$ cat src/rtl/xfer_burst_splitter.sv
// Splits a byte-length command into bursts that never exceed MAX_BURST_BYTES
// and never cross a BOUNDARY_BYTES address boundary. Each burst descriptor is
// handed off over a four-phase req/ack handshake.
module xfer_burst_splitter #(
  parameter int C_SLV_ADDRESS_WIDTH = 64,
  parameter int C_SLV_BURST_LENGTH  = 13,
  parameter int CMD_LEN_WIDTH       = 32,
  parameter int MAX_BURST_BYTES     = 4096,
  parameter int BOUNDARY_BYTES      = 4096,
  parameter int XFER_PARAMS_WIDTH   = C_SLV_ADDRESS_WIDTH + C_SLV_BURST_LENGTH + 2
) (
  input  logic                           clk_i,
  input  logic                           rst_ni,
  input  logic [C_SLV_ADDRESS_WIDTH-1:0] cmd_addr_i,
  input  logic [CMD_LEN_WIDTH-1:0]       cmd_len_i,
  input  logic                           cmd_rnw_i,
  input  logic                           cmd_valid_i,
  output logic                           cmd_ready_o,
  output logic [XFER_PARAMS_WIDTH-1:0]   xfer_params_o,
  output logic                           xfer_params_req_o,
  input  logic                           xfer_params_ack_i,
  output logic                           busy_o,
  output logic                           done_o,
  output logic [15:0]                    burst_count_o
);

  localparam int A  = C_SLV_ADDRESS_WIDTH;
  localparam int L  = C_SLV_BURST_LENGTH;
  // Wide enough for remaining length, MAX_BURST_BYTES and BOUNDARY_BYTES.
  localparam int CW = (CMD_LEN_WIDTH > 32) ? CMD_LEN_WIDTH + 1 : 33;

  typedef enum logic [1:0] {IDLE, CALC, REQ, DROP} state_e;

  state_e                   state_q, state_d;
  logic                     rdy_q;
  logic [A-1:0]             addr_q;
  logic [CMD_LEN_WIDTH-1:0] rem_q;
  logic                     rnw_q;
  logic [15:0]              cnt_q;
  logic                     done_q;
  logic [XFER_PARAMS_WIDTH-1:0] desc_q;
  logic [L-1:0]             chunk_q;
  logic [CW-1:0]            off_w, room_w, chunk_w;
  logic                     accept;

  assign chunk_q           = desc_q[A+L-1:A];
  assign cmd_ready_o       = (state_q == IDLE) && rdy_q;
  assign accept            = cmd_valid_i && cmd_ready_o;
  assign busy_o            = (state_q != IDLE);
  assign xfer_params_req_o = (state_q == REQ);
  assign xfer_params_o     = desc_q;
  assign done_o            = done_q;
  assign burst_count_o     = cnt_q;

  // Burst size: min(remaining, max burst, bytes left before the boundary).
  always_comb begin
    off_w   = CW'(addr_q) & CW'(BOUNDARY_BYTES - 1);
    room_w  = CW'(BOUNDARY_BYTES) - off_w;
    chunk_w = CW'(rem_q);
    if (CW'(MAX_BURST_BYTES) < chunk_w) chunk_w = CW'(MAX_BURST_BYTES);
    if (room_w < chunk_w)               chunk_w = room_w;
  end

  // State register.
  always_ff @(posedge clk_i or negedge rst_ni) begin
    if (!rst_ni) state_q <= IDLE;
    else         state_q <= state_d;
  end

  // Next-state logic; req is only reissued after ack has been seen low.
  always_comb begin
    state_d = state_q;
    unique case (state_q)
      IDLE: if (accept && (cmd_len_i != '0)) state_d = CALC;
      CALC: state_d = REQ;
      REQ:  if (xfer_params_ack_i) state_d = DROP;
      DROP: if (!xfer_params_ack_i) state_d = (rem_q != '0) ? CALC : IDLE;
      default: state_d = IDLE;
    endcase
  end

  // Command bookkeeping, descriptor register and completion pulse.
  always_ff @(posedge clk_i or negedge rst_ni) begin
    if (!rst_ni) begin
      rdy_q  <= 1'b0;
      addr_q <= '0;
      rem_q  <= '0;
      rnw_q  <= 1'b0;
      cnt_q  <= '0;
      done_q <= 1'b0;
      desc_q <= '0;
    end else begin
      rdy_q  <= 1'b1;
      done_q <= 1'b0;
      unique case (state_q)
        IDLE: if (accept) begin
          addr_q <= cmd_addr_i;
          rem_q  <= cmd_len_i;
          rnw_q  <= cmd_rnw_i;
          cnt_q  <= '0;
          if (cmd_len_i == '0) done_q <= 1'b1;
        end
        CALC: desc_q <= {1'b1, rnw_q, L'(chunk_w), addr_q};
        REQ: if (xfer_params_ack_i) begin
          addr_q <= addr_q + A'(chunk_q);
          rem_q  <= rem_q - CMD_LEN_WIDTH'(chunk_q);
          if (cnt_q != 16'hFFFF) cnt_q <= cnt_q + 16'd1;
        end
        DROP: if (!xfer_params_ack_i && (rem_q == '0)) done_q <= 1'b1;
        default: ;
      endcase
    end
  end

endmodule

$ cat config.mk
export PLATFORM = sky130hd
export DESIGN_NAME = xfer_burst_splitter
export DESIGN_NICKNAME = d
export VERILOG_FILES = /design/src/rtl/xfer_burst_splitter.sv
export SDC_FILE = /design/constraint.sdc
export NUM_CORES = 1
export LEC_CHECK = 0
export CAP_MARGIN = 0
export CELL_PAD_IN_SITES_DETAIL_PLACEMENT = 1
export CELL_PAD_IN_SITES_GLOBAL_PLACEMENT = 1
export CORE_MARGIN = 10
export CORE_UTILIZATION = 41
export DETAILED_ROUTE_END_ITERATION = 10
export PLACE_DENSITY = 0.84
export SLEW_MARGIN = 10
export SYNTH_ARGS = -nofsm -noshare
export SYNTH_HDL_FRONTEND = slang
export SYNTH_SLANG_ARGS = --single-unit
$ cat constraint.sdc
create_clock -name clk_i -period 5.4 [get_ports clk_i]
set_input_delay 1.08 -clock clk_i [delete_from_list [all_inputs] [get_ports clk_i]]
set_output_delay 1.08 -clock clk_i [all_outputs]
set_load 0.02 [all_outputs]
Yosys cells after proc, flatten, opt, wreduce, memory -nomap -nowiden
Cells that the tools add are included.
Word-level totals
  RAM bits: 0
  input bits: 101
  logic and storage cells: 60
  register bits: 196
  output and inout bits: 99
  latch bits: 0
  memories kept: 0
  bits in read-only memories: 0
Cells by class
  shift operators: 0
  multiplexer cells: 21
  divide/modulo/power cells: 0
  bitwise operators: 0
  magnitude comparators: 2
  add/subtract/negate cells: 4
  reduce and logical (&&, ||, !) cells: 16
  eq/ne operators: 9
  multipliers: 0
Operators by type and width (count)
  two-way mux 64 bit: 2
  one-hot mux 64 bit (2 select lines): 1
  two-way mux 32 bit: 3
  adder 64 x 13 -> 64 bit: 1
  logical NOT 32 bit: 2
  one-hot mux 32 bit (2 select lines): 1
  nonzero test 32 bit: 2
  two-way mux 16 bit: 3
  less-than comparator 33 x 32 -> 1 bit: 1
  less-than comparator 13 x 32 -> 1 bit (first input constant): 1
  one-hot mux 16 bit (2 select lines): 1
  subtractor 32 x 13 -> 32 bit: 1
  adder 16 x 1 -> 16 bit (second input constant): 1
  != test 16 bit (second input constant): 1
  subtractor 13 x 12 -> 14 bit (first input constant): 1
  two-way mux 13 bit: 1
  one-hot mux 2 bit (4 select lines): 1
  two-way mux 2 bit: 3
  != test 2 x 1 -> 1 bit (second input constant): 3
  AND reduction 3 bit: 2
  == test 2 bit (second input constant): 2
  logical AND 1 bit: 4
  two-way mux 1 bit: 4
  != test 2 bit (second input constant): 2
  7 further kinds: 8

Longest topological paths before layout
Gate-level depths: netlist (run 1).
  depth in word-level cells: 6
  mapped depth: 15
  gate-level depth less buffers: 13

Worst setup path before layout (run 1)
Ideal clock, no wire load.
  kind: register to register
  start: register rem_q[19]
  end: register desc_q[70], in the netlist xfer_params_o[70]
  period minus slack after synthesis: 3817 ps
  data arrival time: 3678 ps
  setup slack: 1583 ps
  required time: 5261 ps
  library setup time: 139 ps
  path buffers: 3
  cell stages (with the launch flop): 16
  cell sequence: dfrtp_1 -> or4_4 -> or4_4 -> a2111oi_4 -> clkbuf_1 -> nand2_1 -> ha_1 -> o2111ai_1 -> nor3_1 -> a221oi_1 -> o21ai_0 -> a31o_1 -> buf_6 -> buf_6 -> nand4_1 -> o221ai_2
On the way
  longest elaborated chain between the ends: 4
Ends and longest elaborated chain
  from (decl): line 37  | logic [CMD_LEN_WIDTH-1:0] rem_q;
  from (signal assigned): line 98  | rem_q <= cmd_len_i;
  from (signal assigned): line 106  | rem_q <= rem_q - CMD_LEN_WIDTH'(chunk_q);
  less-than comparator 13 x 32 -> 1 bit: line 60  | if (CW'(MAX_BURST_BYTES) < chunk_w) chunk_w = CW'(MAX_BURST_BYTES);
  two-way mux 32 bit *: line 60
  less-than comparator 33 x 32 -> 1 bit: line 61  | if (room_w < chunk_w) chunk_w = room_w;
  two-way mux 13 bit *: line 61
  to (signal assigned): line 103  | CALC: desc_q <= {1'b1, rnw_q, L'(chunk_w), addr_q};
  to (decl): line 41  | logic [XFER_PARAMS_WIDTH-1:0] desc_q;
Every way passes the cells marked *; elsewhere a longest branch is shown, timed or not.
A chain may end at the register's enable or synchronous reset.

Worst setup path after layout (run 1)
  start: register rem_q[27]
  end: register desc_q[69], in the netlist xfer_params_o[69]
The elaborated chain is that of the path after synthesis.

==> results.cfg, run 1 <==
[run_status]
outcome = complete, no violations

[synthesis]
netlist_instances = 1264
synth.largest_area_cell = dfrtp_1
syn-num-nets = 1412
synth_flop_cell = dfrtp_1
synth_common_cells = dfrtp_1 (196), nand2_1 (151), a21oi_1 (93), nor2_1 (73), mux2_2 (67)
ys_seq_area_frac = 0.413
synth.most_common_cell = dfrtp_1
yosysWarnings = 0
synth_cell_type_count = 68
syn_avg_cell_area_um2 = 9.39
async_reset_ff_frac = 1.00
yosys.area.top_type_share = 0.413
synth_area_um2 = 11900
ys_ff_latch = 196
synth_edf_count = 0
ys_top_cells_by_area = dfrtp_1 (41%), mux2_2 (6.4%), nand2_1 (4.8%)

[worst_setup_path]
cp_data_required_time_ns = 5.75
slowest_delay_ns = 0.59
cpMostUsedCell = buf_4
crit_path_start = rem_q[27]
cp.arrival_ns = 4.80
startpoint_type = flip-flop
critPathKind = flip-flop to flip-flop
crit_family = simple AND/OR/NAND/NOR gates
critical_path.max_fanout = 24
r2r_start = rem_q[27]
end_kind = flip-flop
worst-path-buf-inv = 2
crit_slowest_cell = or4_4
cp_cell_sequence = or3_1 > or4_4 > a2111oi_4 > buf_4 > nand2_1 > ha_1 > o2111ai_1 > nor3_1 > a221oi_1 > o21ai_0 > a31o_1 > buf_4 > nand4_1 > o221ai_2

[global_route]
grt_overflow = 0
globalRouteMet2Util = 0.371
grt.total_usage = 0.220
grt_pass1_wl_um = 64700
use_met1 = 0.272
antenna_found_initial = 6
met3_usage = 0.0577
grt-busiest-layer = met2
grt_max_degree = 102
grt_pass1_vias = 11663

[die]
die_h_um = 190
start_util = 0.414
top_level_ports = 200
die_x_um = 190
fp.coreArea_um2 = 28600
dieArea_um2 = 36100
core.rowCount = 62

[sta]
finalHoldViolations = 0
finalSetupViolCount = 0
skew_ns = 0.0231
fin_crit_ns = 4.45
worstMarginPinSlew_ns = 1.19
fmax_mhz = 225
tns_ns = 0
slew_viol_final = 0
slew_headroom = 0.207
fin_crit_sh = 0.824
grt_setup_unrepaired = false

[cells_and_area]
fin_util = 0.518
drive_gt1_frac = 0.0987
nets = 1573
fillers = 3225
syn_to_final_growth_pct = 24.9

[placed_design]
hpwl_um = 29300
portBuffers = 199
gp_congestion = 0.871

[run]
max_cap_violations = 0

[clock_tree]
cts-root-buf = clkbuf_16
cts_resized = 0
cts.sink_count = 196
clock_latency_ns = 0.45
clk_pin_slew_ns = 0.09
cts_buffer_depth = 2
cts-hold-fix-buffers = 0
cts_setup_buffers = 0
cts_tree = done
cts-buffers-inserted = 17
h-tree-depth = 4

[detailed_routing]
routed_wl_um = 40500
drc = 0
detail-route-antenna-nets = 0
avgViaCountPerCell = 5.96
via_count = 10878
drt-wirelength-per-cell_um = 22.2
drtIter0Drc = 648
dr.pass1.iters = 4

[hold_path]
holdCritStartpoint = xfer_params_o[78]
hold_path.class = flip-flop to flip-flop

[pwr]
ir_worst_vdd_mv = 0.299
leakagePower_nw = 5.88
power.density_nw_per_um2 = 697
[flip-flops by register name, summed over array words and instances (netlist names)]
signal,count
done_o,1
xfer_params_o,79
burst_count_o,16
rdy_q,1
rnw_q,1
addr_q,64
state_q,2
rem_q,32
[cells in the final DEF, fill, tap and decap left out, drive strengths merged, types with 42 or more instances in the layout]
cell type      count
nand2            151
clkdlybuf4s50    198
o22ai             42
a21oi             93
mux2i             45
dfrtp            196
nor2              73
ha                45
mux2              67
o21ai             51
[logic make-up (layout without fill, tap and decap cells)]
kind of cell | after synthesis | after routing | synth area share
and+or+nand+nor | 461 | 461 | 0.194
muxes | 112 | 112 | 0.102
AOI/OAI and AO/OA | 307 | 307 | 0.178
other | 1 | 3 | 0.000316
DFF | 196 | 196 | 0.413
xor gates and xnor gates | 37 | 37 | 0.0273
buffers and inverters | 103 | 277 | 0.0345
adders and majority gates | 47 | 47 | 0.0508
[worst paths after layout]
check	endpoint	cells after the start	slack [ns]
max reg2reg	xfer_params_o[69]	14	0.95
max in group asynchronous	addr_q[50]	2	3.67
min in group asynchronous	xfer_params_o[78]	1	0.66
min	xfer_params_o[78]	1	0.49
min reg2reg	xfer_params_o[78]	1	0.49
max	xfer_params_o[69]	14	0.95
[report_power, final]
group / switching, mW / total, mW / internal (mW)
logic: 3.42 / 5.98 / 2.55
clock network: 0.692 / 1.32 / 0.631
registers: 0.844 / 3.03 / 2.19
total: 4.96 / 10.3 / 5.37
[metal layers]
metal,wire [um],vias to the layer above
li1,-,5036
met1,17300,5540
met2,19800,234
met3,2410,62
met4,922,6
met5,34,-
[layout make-up]
class | count | area, um2 | area share
Clock inverter | 14 | 173 | 0.0116
Tap cell | 384 | 480 | 0.0324
Antenna cell | 2 | 5.00 | 0.000338
Multi-Input combinational cell | 965 | 6600 | 0.445
Clock buffer | 18 | 429 | 0.0290
Timing Repair Buffer | 213 | 2110 | 0.143
Inverter | 32 | 120 | 0.00810
Sequential cell | 196 | 4900 | 0.331
[metrics by stage]
step	hold slack [ns]	setup WS (ns)	total power, mW	cells	instance area, um2
3_3_place_gp	0.452	1.28	8.71	1790	14200
5_1_grt	0.514	0.607	11.1	1822	14800
3_5_place_dp	0.466	1.08	8.97	1790	14200
2_1_floorplan	0.474	1.58	6.83	1264	11900
4_1_cts	0.492	1.03	10.3	1822	14800
6_report	0.487	0.951	10.3	1824	14800
(Power assumes the default switching activity.)
==> run 2, diff against run 1 <==
clock period = 4.57 ns   (was 5.4 ns; I/O delays follow)
==> run 2 against run 1 <==
  * Cell count is 0.55% higher
  * Non-clock buffer count is 9 higher
  * Wire length is 2.2% higher
  * Sequential share of layout area is 0.19 points lower
  * Flip-flop and latch count stayed put
  * First-iteration DRC count is 1.2% lower
==> results.cfg, run 2 (synthesis results as in run 1) <==
[placed_design]
hpwl_um = 30100
gp_congestion = 0.878
portBuffers = 199
placed_cell_area_um2 = 14300
place_ws_ns = 0.0835

[sta]
skew_ns = 0.0239
slew_headroom = 0.193
setup_slack_ns = 0.317
worstMarginPinSlew_ns = 1.21
grt_setup_unrepaired = false
finalSetupViolCount = 0
slew_viol_final = 0
tns_ns = 0
fin_crit_sh = 0.931
finalHoldViolations = 0
fmax_mhz = 235
fin_crit_ns = 4.25

[pwr]
switchingPower_mw = 5.93
p_seq_frac = 0.289
p_comb_frac = 0.581
p_int_mw = 6.40
ir_worst_vdd_mv = 0.397
switching_share = 0.481
power.density_nw_per_um2 = 826
clkPwrFrac = 0.129
leakagePower_nw = 5.93

[detailed_routing]
avgViaCountPerCell = 6.00
drc = 0
dr.pass1.iters = 4
detail-route-antenna-nets = 0
drtIter0Drc = 640
via_count = 11013
drt-wirelength-per-cell_um = 22.5
routed_wl_um = 41300

[global_route]
grt_pass1_vias = 11936
grt_max_degree = 81
grt_pass1_wl_um = 66500
grt.total_usage = 0.228
grt_overflow = 0
antenna_found_initial = 8

[die]
dieArea_um2 = 36100
fp.coreArea_um2 = 28600
die_h_um = 190
core.rowCount = 62
top_level_ports = 200
start_util = 0.414
die_x_um = 190

[worst_setup_path]
rr_endpoint = xfer_params_o[76]
crit_slowest_cell = or4_4
slowest_delay_ns = 0.59
rr_worst_depth = 13
cp_cell_sequence = or4_4 > or4_4 > a2111oi_4 > buf_12 > nand2_1 > ha_1 > nand2_1 > nor2_1 > a2111oi_0 > o21ai_0 > a31o_2 > mux2i_1 > a21oi_1
startpoint_type = flip-flop
cp_data_required_time_ns = 4.86
critical_path.max_fanout = 25
r2r_start = rem_q[19]
regToRegSetupSlack_ns = 0.32
crit_cells = 13
worst-path-buf-inv = 1
end_kind = flip-flop
crit_family = compound AO/OA/AOI/OAI gates
cp.arrival_ns = 4.55
critPathKind = flip-flop to flip-flop

[cells_and_area]
final_cell_mix = clkdlybuf4s50_1 (198), dfrtp_1 (196), nand2_1 (151)
drive_gt1_frac = 0.105
postLayoutCellArea_um2 = 14900
syn_to_final_growth_pct = 25.7
nets = 1582
multi_input_area_um2 = 6600
fillers = 3198
fin_util = 0.521
layout.area.seq_um2 = 4900
mostFrequentLayoutCell = clkdlybuf4s50_1
largest_reg_flops = 79

[clock_tree]
cts-buffers-inserted = 17
clock_latency_ns = 0.46
cts_setup_buffers = 0
cts_resized = 1
h-tree-depth = 4
clk_pin_slew_ns = 0.09
cts_tree = done
cts.sink_count = 196
cts_buffer_depth = 2
cts-hold-fix-buffers = 0
cts-root-buf = clkbuf_16

[run_status]
outcome = complete, no violations

[hold_path]
min_to = xfer_params_o[78]
hold_path.class = flip-flop to flip-flop
holdCritStartpoint = xfer_params_o[78]
min_path_cells = 1

[run]
max_cap_violations = 0
-- run 2: cell count changes in the layout (fill, tap and decap cells not counted), sizes merged --
cell / previous run / this run
buf: 14 / 23
inv: 39 / 40
clkinv: 7 / 6
diode: 2 / 3
-- run 2: worst reg2reg max path: stages, from the launching register on --
cell	delay, ns
dfrtp_1	0.46
or4_4	0.59
or4_4	0.47
a2111oi_4	0.36
buf_12	0.21
nand2_1	0.09
ha_1	0.31
nand2_1	0.11
nor2_1	0.05
a2111oi_0	0.51
o21ai_0	0.15
a31o_2	0.45
mux2i_1	0.24
a21oi_1	0.09
-- run 2: power groups by stage --
stage	clock network, mW	registers (mW)	logic [mW]
after CTS	1.62	3.56	7.19
after global routing	1.68	3.70	7.88
final	1.60	3.57	7.16
after floorplan	0	3.69	4.38
after detailed placement	0	3.58	7.11
after global placement	0	3.51	6.84
-- run 2: worst max path at each step --
| stage | slack, ns | end | startpoint |
|---|---|---|---|
| after floorplan | 0.75 | xfer_params_o[70] | rem_q[19] |
| after global placement | 0.26 | xfer_params_o[76] | rem_q[19] |
| after global routing | 0.02 | xfer_params_o[76] | rem_q[19] |
| after detailed placement | 0.08 | xfer_params_o[76] | rem_q[19] |
| after CTS | 0.34 | xfer_params_o[76] | rem_q[19] |
| final | 0.32 | xfer_params_o[76] | rem_q[19] |
-- run 2: final cells by class --
cell class | count | share of cell area
antenna | 3 | 0.000504
clock buffer | 18 | 0.0288
clock inverter | 14 | 0.0128
inverter | 32 | 0.00806
multi-input combinational | 965 | 0.442
sequential | 196 | 0.329
tap | 384 | 0.0322
timing repair buffer | 222 | 0.146
-- run 2: per-stage QoR --
step	total power [mW]	hold WS, ns	instances
global route	13.3	0.511	1831
CTS	12.4	0.498	1831
finish	12.3	0.487	1834
global placement	10.3	0.484	1799
detailed placement	10.7	0.475	1799
floorplan	8.07	0.474	1264
-- run 2: routing by layer --
| layer | global-route usage | vias up | wire (um) |
|---|---|---|---|
| met2 | 0.394 | 297 | 20800 |
| met1 | 0.276 | 5564 | 17200 |
| met4 | 0.0672 | 10 | 915 |
| met5 | 0 | - | 69 |
| met3 | 0.0544 | 76 | 2350 |
| li1 | - | 5066 | - |
==> patch 1: new RTL, config.mk and constraints of run 1 <==
Encoding of `state_e`: now one-hot (4 bits for 4 states).
--- a/src/rtl/xfer_burst_splitter.sv
+++ b/src/rtl/xfer_burst_splitter.sv
@@ -31,3 +31,3 @@
 
-  typedef enum logic [1:0] {IDLE, CALC, REQ, DROP} state_e;
+  typedef enum logic [3:0] {IDLE = 4'b0001, CALC = 4'b0010, REQ = 4'b0100, DROP = 4'b1000} state_e;
 
Behaviour: no difference found for any inputs over 4 cycles, from zero or initial values and one cycle with rst_ni low; so few cycles prove little.
==> patch 1 against run 1 <==
Worst setup slack worse by 0.31 ns. Final cell count up 9.6%. Design area down 0.22%. Clock skew up 0.0057 ns. Wire length up 9.5%. Count of clock-buffer cells in the layout unchanged. Worst hold slack worse by 0.017 ns. Area after synthesis about the same. Power down 18%. Sequential share of layout area up 0.42 points. Sequential cell count up 2. Critical path type unchanged. Critical endpoint is now xfer_params_o[76]. Largest cell class unchanged.
==> patch 1: results (changes against run 1) <==
- Nets: 1746 (+11%)
- Largest net degree at the start of global routing: 80 (-22%)
- Syn Nets: 1594 (+13%)
- Post-synth EDFFs: 0 (unchanged)
- CP Data Arrival Time: 5.06 ns (+0.26 ns)
- Synth cell count leaders: nand2_1 (310), dfrtp_1 (197), nor2_1 (118), a21oi_1 (84), o21ai_0 (77)
- Leakage: 6.14 nW (+4.4%)
- RD Place Congestion: 0.886 (+1.7%)
- CP peak stage delay: 0.67 ns (+0.08 ns)
- Status: finished clean
- Netlist cell types: 79 (+16%)
- R2R cell count: 12 (-2)
- Reg clk slew, reported paths: 0.08 ns
- Clock skew: 0.0288 ns (+0.00572 ns)
- Total number of vias: 12000 (+11%)
- Initial antenna violation count: 0 (-6)
- Antenna Cells: 0 (-2)
- Highest-delay cell along the critical path: or4b_1
- Place WS: 0.969 ns (-0.108 ns)
- FF-to-FF End: xfer_params_o[76]
- Rel. slew slack: 0.126 (-0.0817)
- VDD IR-drop max: 0.202 mV (-32%)
- Area after DPL: 0.0142 sq mm (-0.32%)
- Flop2flop setup slack: 0.64 ns (-0.31 ns)
- Sequential share of the synthesized area: 0.418 (+0.00441)
- Area contributors post-synth: dfrtp_1 (42%), nand2_1 (9.8%), ha_1 (4.2%)
- FF-to-FF Start: rem_q[16]
- First-pass GRT wire length: 71.2 mm (+10%)
- DR WL/cell: 22.2 microns (-0.13%)
- Drt first pass iters: 5 (+1)
- Drt first-iter violations: 931 (+44%)
- Dpl hpwl: 31.5 mm (+7.7%)
- F_max: 0.210 GHz (-6.5%)
- Vias in the first global route: 12700 (+9.3%)
-- patch 1: logic make-up (layout without fill, tap and decap cells) --
kind of cell,count (synthesis),in the layout,share of synthesized area
AOI/OAI and AO/OA,353,353,0.196
adders and majority gates,42,42,0.0456
muxes,3,3,0.00264
xor gates and xnor gates,36,36,0.0266
buffers and inverters,117,282,0.0382
DFF,198,198,0.418
and+or+nand+nor,701,701,0.273
other,1,1,0.000316
-- patch 1: stage by stage --
stage	cells	util
4_1_cts	2000	0.517
6_report	2000	0.517
2_1_floorplan	1451	-
3_5_place_dp	1968	0.495
5_1_grt	2000	0.517
3_3_place_gp	1968	0.495
-- patch 1: critical path, delay by kind of cell (launching register included) --
kind,cells,cell delay (ns)
flip-flops,1,0.45
AND/OR/NAND/NOR,5,1.90
multiplexers,1,0.30
AO/OA/AOI/OAI,5,1.63
adder cells (fa/ha/maj),1,0.32
-- patch 1: final cells by class --
class                           instances  area (sq um)
Tap cell                              384           480
Clock buffer                           18           439
Clock inverter                         14           180
Multi-Input combinational cell       1136          6470
Sequential cell                       198          4960
Timing Repair Buffer                  218          2140
Inverter                               32           121
Fill cell                            3394         13800
-- patch 1: worst min path at each step --
stage	cells after the start	slack, ns	endpoint	from
final	1	0.47	xfer_params_o[78]	xfer_params_o[78]
after global routing	1	0.50	xfer_params_o[78]	xfer_params_o[78]
after CTS	1	0.47	xfer_params_o[78]	xfer_params_o[78]
after detailed placement	1	0.45	xfer_params_o[78]	xfer_params_o[78]
after global placement	1	0.45	xfer_params_o[78]	xfer_params_o[78]
after floorplan	2	0.44	xfer_params_o[77]	rnw_q
-- patch 1: per-layer routing --
layer  share of wire  global-route usage  up-vias
met5               0                   0        -
met4           0.018              0.0604        0
met3           0.064              0.0427       57
met2            0.48               0.406      425
met1            0.44               0.321     6025
li1                -                   -     5519
-- patch 1: power by group --
group	total (mW)	internal (mW)	switching (mW)
logic	4.24	1.74	2.50
registers	2.87	2.11	0.757
clock network	1.35	0.645	0.705
total	8.47	4.50	3.96
==> patch 2: new RTL, config.mk and constraints of run 1 <==
Made on the original files. Set the parameter `C_SLV_BURST_LENGTH` to 14 (it was 13).
--- a/src/rtl/xfer_burst_splitter.sv
+++ b/src/rtl/xfer_burst_splitter.sv
@@ -5,3 +5,3 @@
   parameter int C_SLV_ADDRESS_WIDTH = 64,
-  parameter int C_SLV_BURST_LENGTH  = 13,
+  parameter int C_SLV_BURST_LENGTH  = 14,
   parameter int CMD_LEN_WIDTH       = 32,
Interface: changed (resized xfer_params_o); port bits go from 200 to 201. No check against the original RTL was run, so the function may have changed too.
==> patch 2 against run 1 <==
Clock skew shrank 0.0057 ns. Worst setup slack improved by 0.42 ns. Critical endpoint is now xfer_params_o[76]. Final cell count up 2.0%. Area after synthesis up 0.84%. Power fell by 2.6%. Sequential cell count rose by 1. Wire length is 4.8% higher. Highest routed layer unchanged. Non-clock buffer count is 1 lower. Design area grew 0.49%. Core utilization is essentially flat.
==> patch 2: results (changes against run 1) <==
- Leakage: 5.96 nW (+1.4%)
- FF-to-FF Start: rem_q[17]
- Final Non-Filler Cells: 1860 (+2.0%)
- Worst hold path startpoint: xfer_params_o[79]
- Share of cells above drive strength 1: 0.0936 (-0.00519)
- CP Data Arrival Time: 4.34 ns (-0.46 ns)
- Hold EP: xfer_params_o[79]
- Sequential share of the synthesized area: 0.412 (-0.00137)
- Synthesized area per cell: 9.19 sq um (-2.1%)
- HP Class: flip-flop to flip-flop
- Nets: 1612 (+2.5%)
- Clk_lat worst skew: 0.45 ns (about the same)
- Netlist cell types: 72 (+5.9%)
- PostCTS Resize Cnt: 0 (unchanged)
- Vias in the first global route: 12100 (+3.8%)
- Post-Route WL: 42.4 mm (+4.8%)
- Drt first pass iters: 5 (+1)
- GRT Util Overall: 0.230 (+0.0102)
- TritonCTS Buffers: 17 (unchanged)
- Vias/cell: 6.07 (+1.8%)
- Area contributors post-synth: dfrtp_1 (41%), mux2_2 (6.6%), ha_1 (4.9%)
- Inst Count DP: 1827 (+2.1%)
- Port buffer count: 200 (+0.50%)
- Flop2flop setup slack: 1.37 ns (+0.42 ns)
- Drt first-iter violations: 722 (+11%)
- Synth cell count leaders: dfrtp_1 (197), nand2_1 (111), nor2_1 (98), nand3_1 (91), a21oi_1 (89)
- FF-to-FF End: xfer_params_o[76]
- Syn Nets: 1452 (+2.8%)
- Max reg flops: 80 (+1.3%)
- Initial antenna violation count: 3 (-3)
- VDD IR-drop max: 0.675 mV (+130%)
- Clock skew: 0.0174 ns (-0.00571 ns)
- Dpl hpwl: 30.4 mm (+4.0%)
- Largest net degree at the start of global routing: 117 (+15%)
- Rel. slew slack: 0.137 (-0.0704)
- Status: finished clean
- RD Place Congestion: 0.874 (+0.32%)
- R2R cell count: 15 (+1)
- First-pass GRT wire length: 67.1 mm (+3.8%)
-- patch 2: changes by cell type in the layout (fill, tap and decap cells not counted), moves of 6 or more --
cell	change
o21ai_0	+12
nand2_1	-40
nor3_1	+10
nand3_1	+52
a21o_1	+10
nor2_1	+25
nand4_1	-10
or3_1	-8
a211oi_1	+6
o221ai_2	-12
mux2i_1	-11
and4_1	-8
o221ai_1	+11
-- patch 2: report_power, final --
part | internal (mW) | total (mW) | switching [mW] | leakage (nW)
sequential | 2.19 | 3.07 | 0.882 | 2.38
clock | 0.667 | 1.32 | 0.652 | 0.289
combinational | 2.47 | 5.68 | 3.21 | 3.29
-- patch 2: final cells by class --
| class | count | area, sq um |
|---|---|---|
| fill | 3293 | 13900 |
| sequential | 197 | 4930 |
| inverter | 33 | 124 |
| antenna | 1 | 2.50 |
| multi-input combinational | 1001 | 6670 |
| timing repair buffer | 212 | 2110 |
| tap | 384 | 480 |
| clock buffer | 19 | 443 |
| clock inverter | 13 | 135 |
-- patch 2: stage by stage --
| step | area [sq um] | hold slack [ns] | utilization |
|---|---|---|---|
| 2_1_floorplan | 12000 | 0.470 | - |
| 3_3_place_gp | 14300 | 0.452 | 0.497 |
| 3_5_place_dp | 14300 | 0.452 | 0.497 |
| 4_1_cts | 14900 | 0.473 | 0.517 |
| 5_1_grt | 14900 | 0.491 | 0.517 |
| 6_report | 14900 | 0.470 | 0.518 |
-- patch 2: worst max path at each step --
stage / end / slack (ns) / depth (start not counted)
detailed placement: xfer_params_o[76] / 1.43 / 15
global route: xfer_params_o[76] / 1.06 / 15
global placement: xfer_params_o[76] / 1.56 / 15
finish: xfer_params_o[76] / 1.37 / 15
floorplan: xfer_params_o[70] / 1.50 / 16
CTS: xfer_params_o[76] / 1.40 / 15
-- patch 2: per-layer routing --
layer,vias to the layer above,part of all wire,GRT usage
met2,329,0.49,0.386
met3,84,0.065,0.0609
met1,5702,0.41,0.278
li1,5175,-,-
met4,4,0.032,0.0863
met5,-,0.00066,0
-- patch 2: worst max-delay path, cell delays in order, from the launching register on --
cell	delay, ns
dfrtp_1	0.43
or4_1	0.55
or3_1	0.39
a2111oi_4	0.34
buf_4	0.30
nand2_1	0.09
ha_1	0.31
a21oi_1	0.13
nor2b_1	0.06
o21ai_0	0.16
a21oi_1	0.09
a211oi_1	0.26
o31a_1	0.22
buf_4	0.27
mux2i_1	0.21
a21oi_1	0.08
-- patch 2: logic make-up after synthesis --
logic type,count (synthesis),synth area share
and+or+nand+nor,494,0.208
AOI/OAI and AO/OA,319,0.174
DFF,197,0.412
muxes,104,0.0943
buffers and inverters,104,0.0341
adders and majority gates,49,0.0525
xor gates and xnor gates,34,0.0249
other,1,0.000313
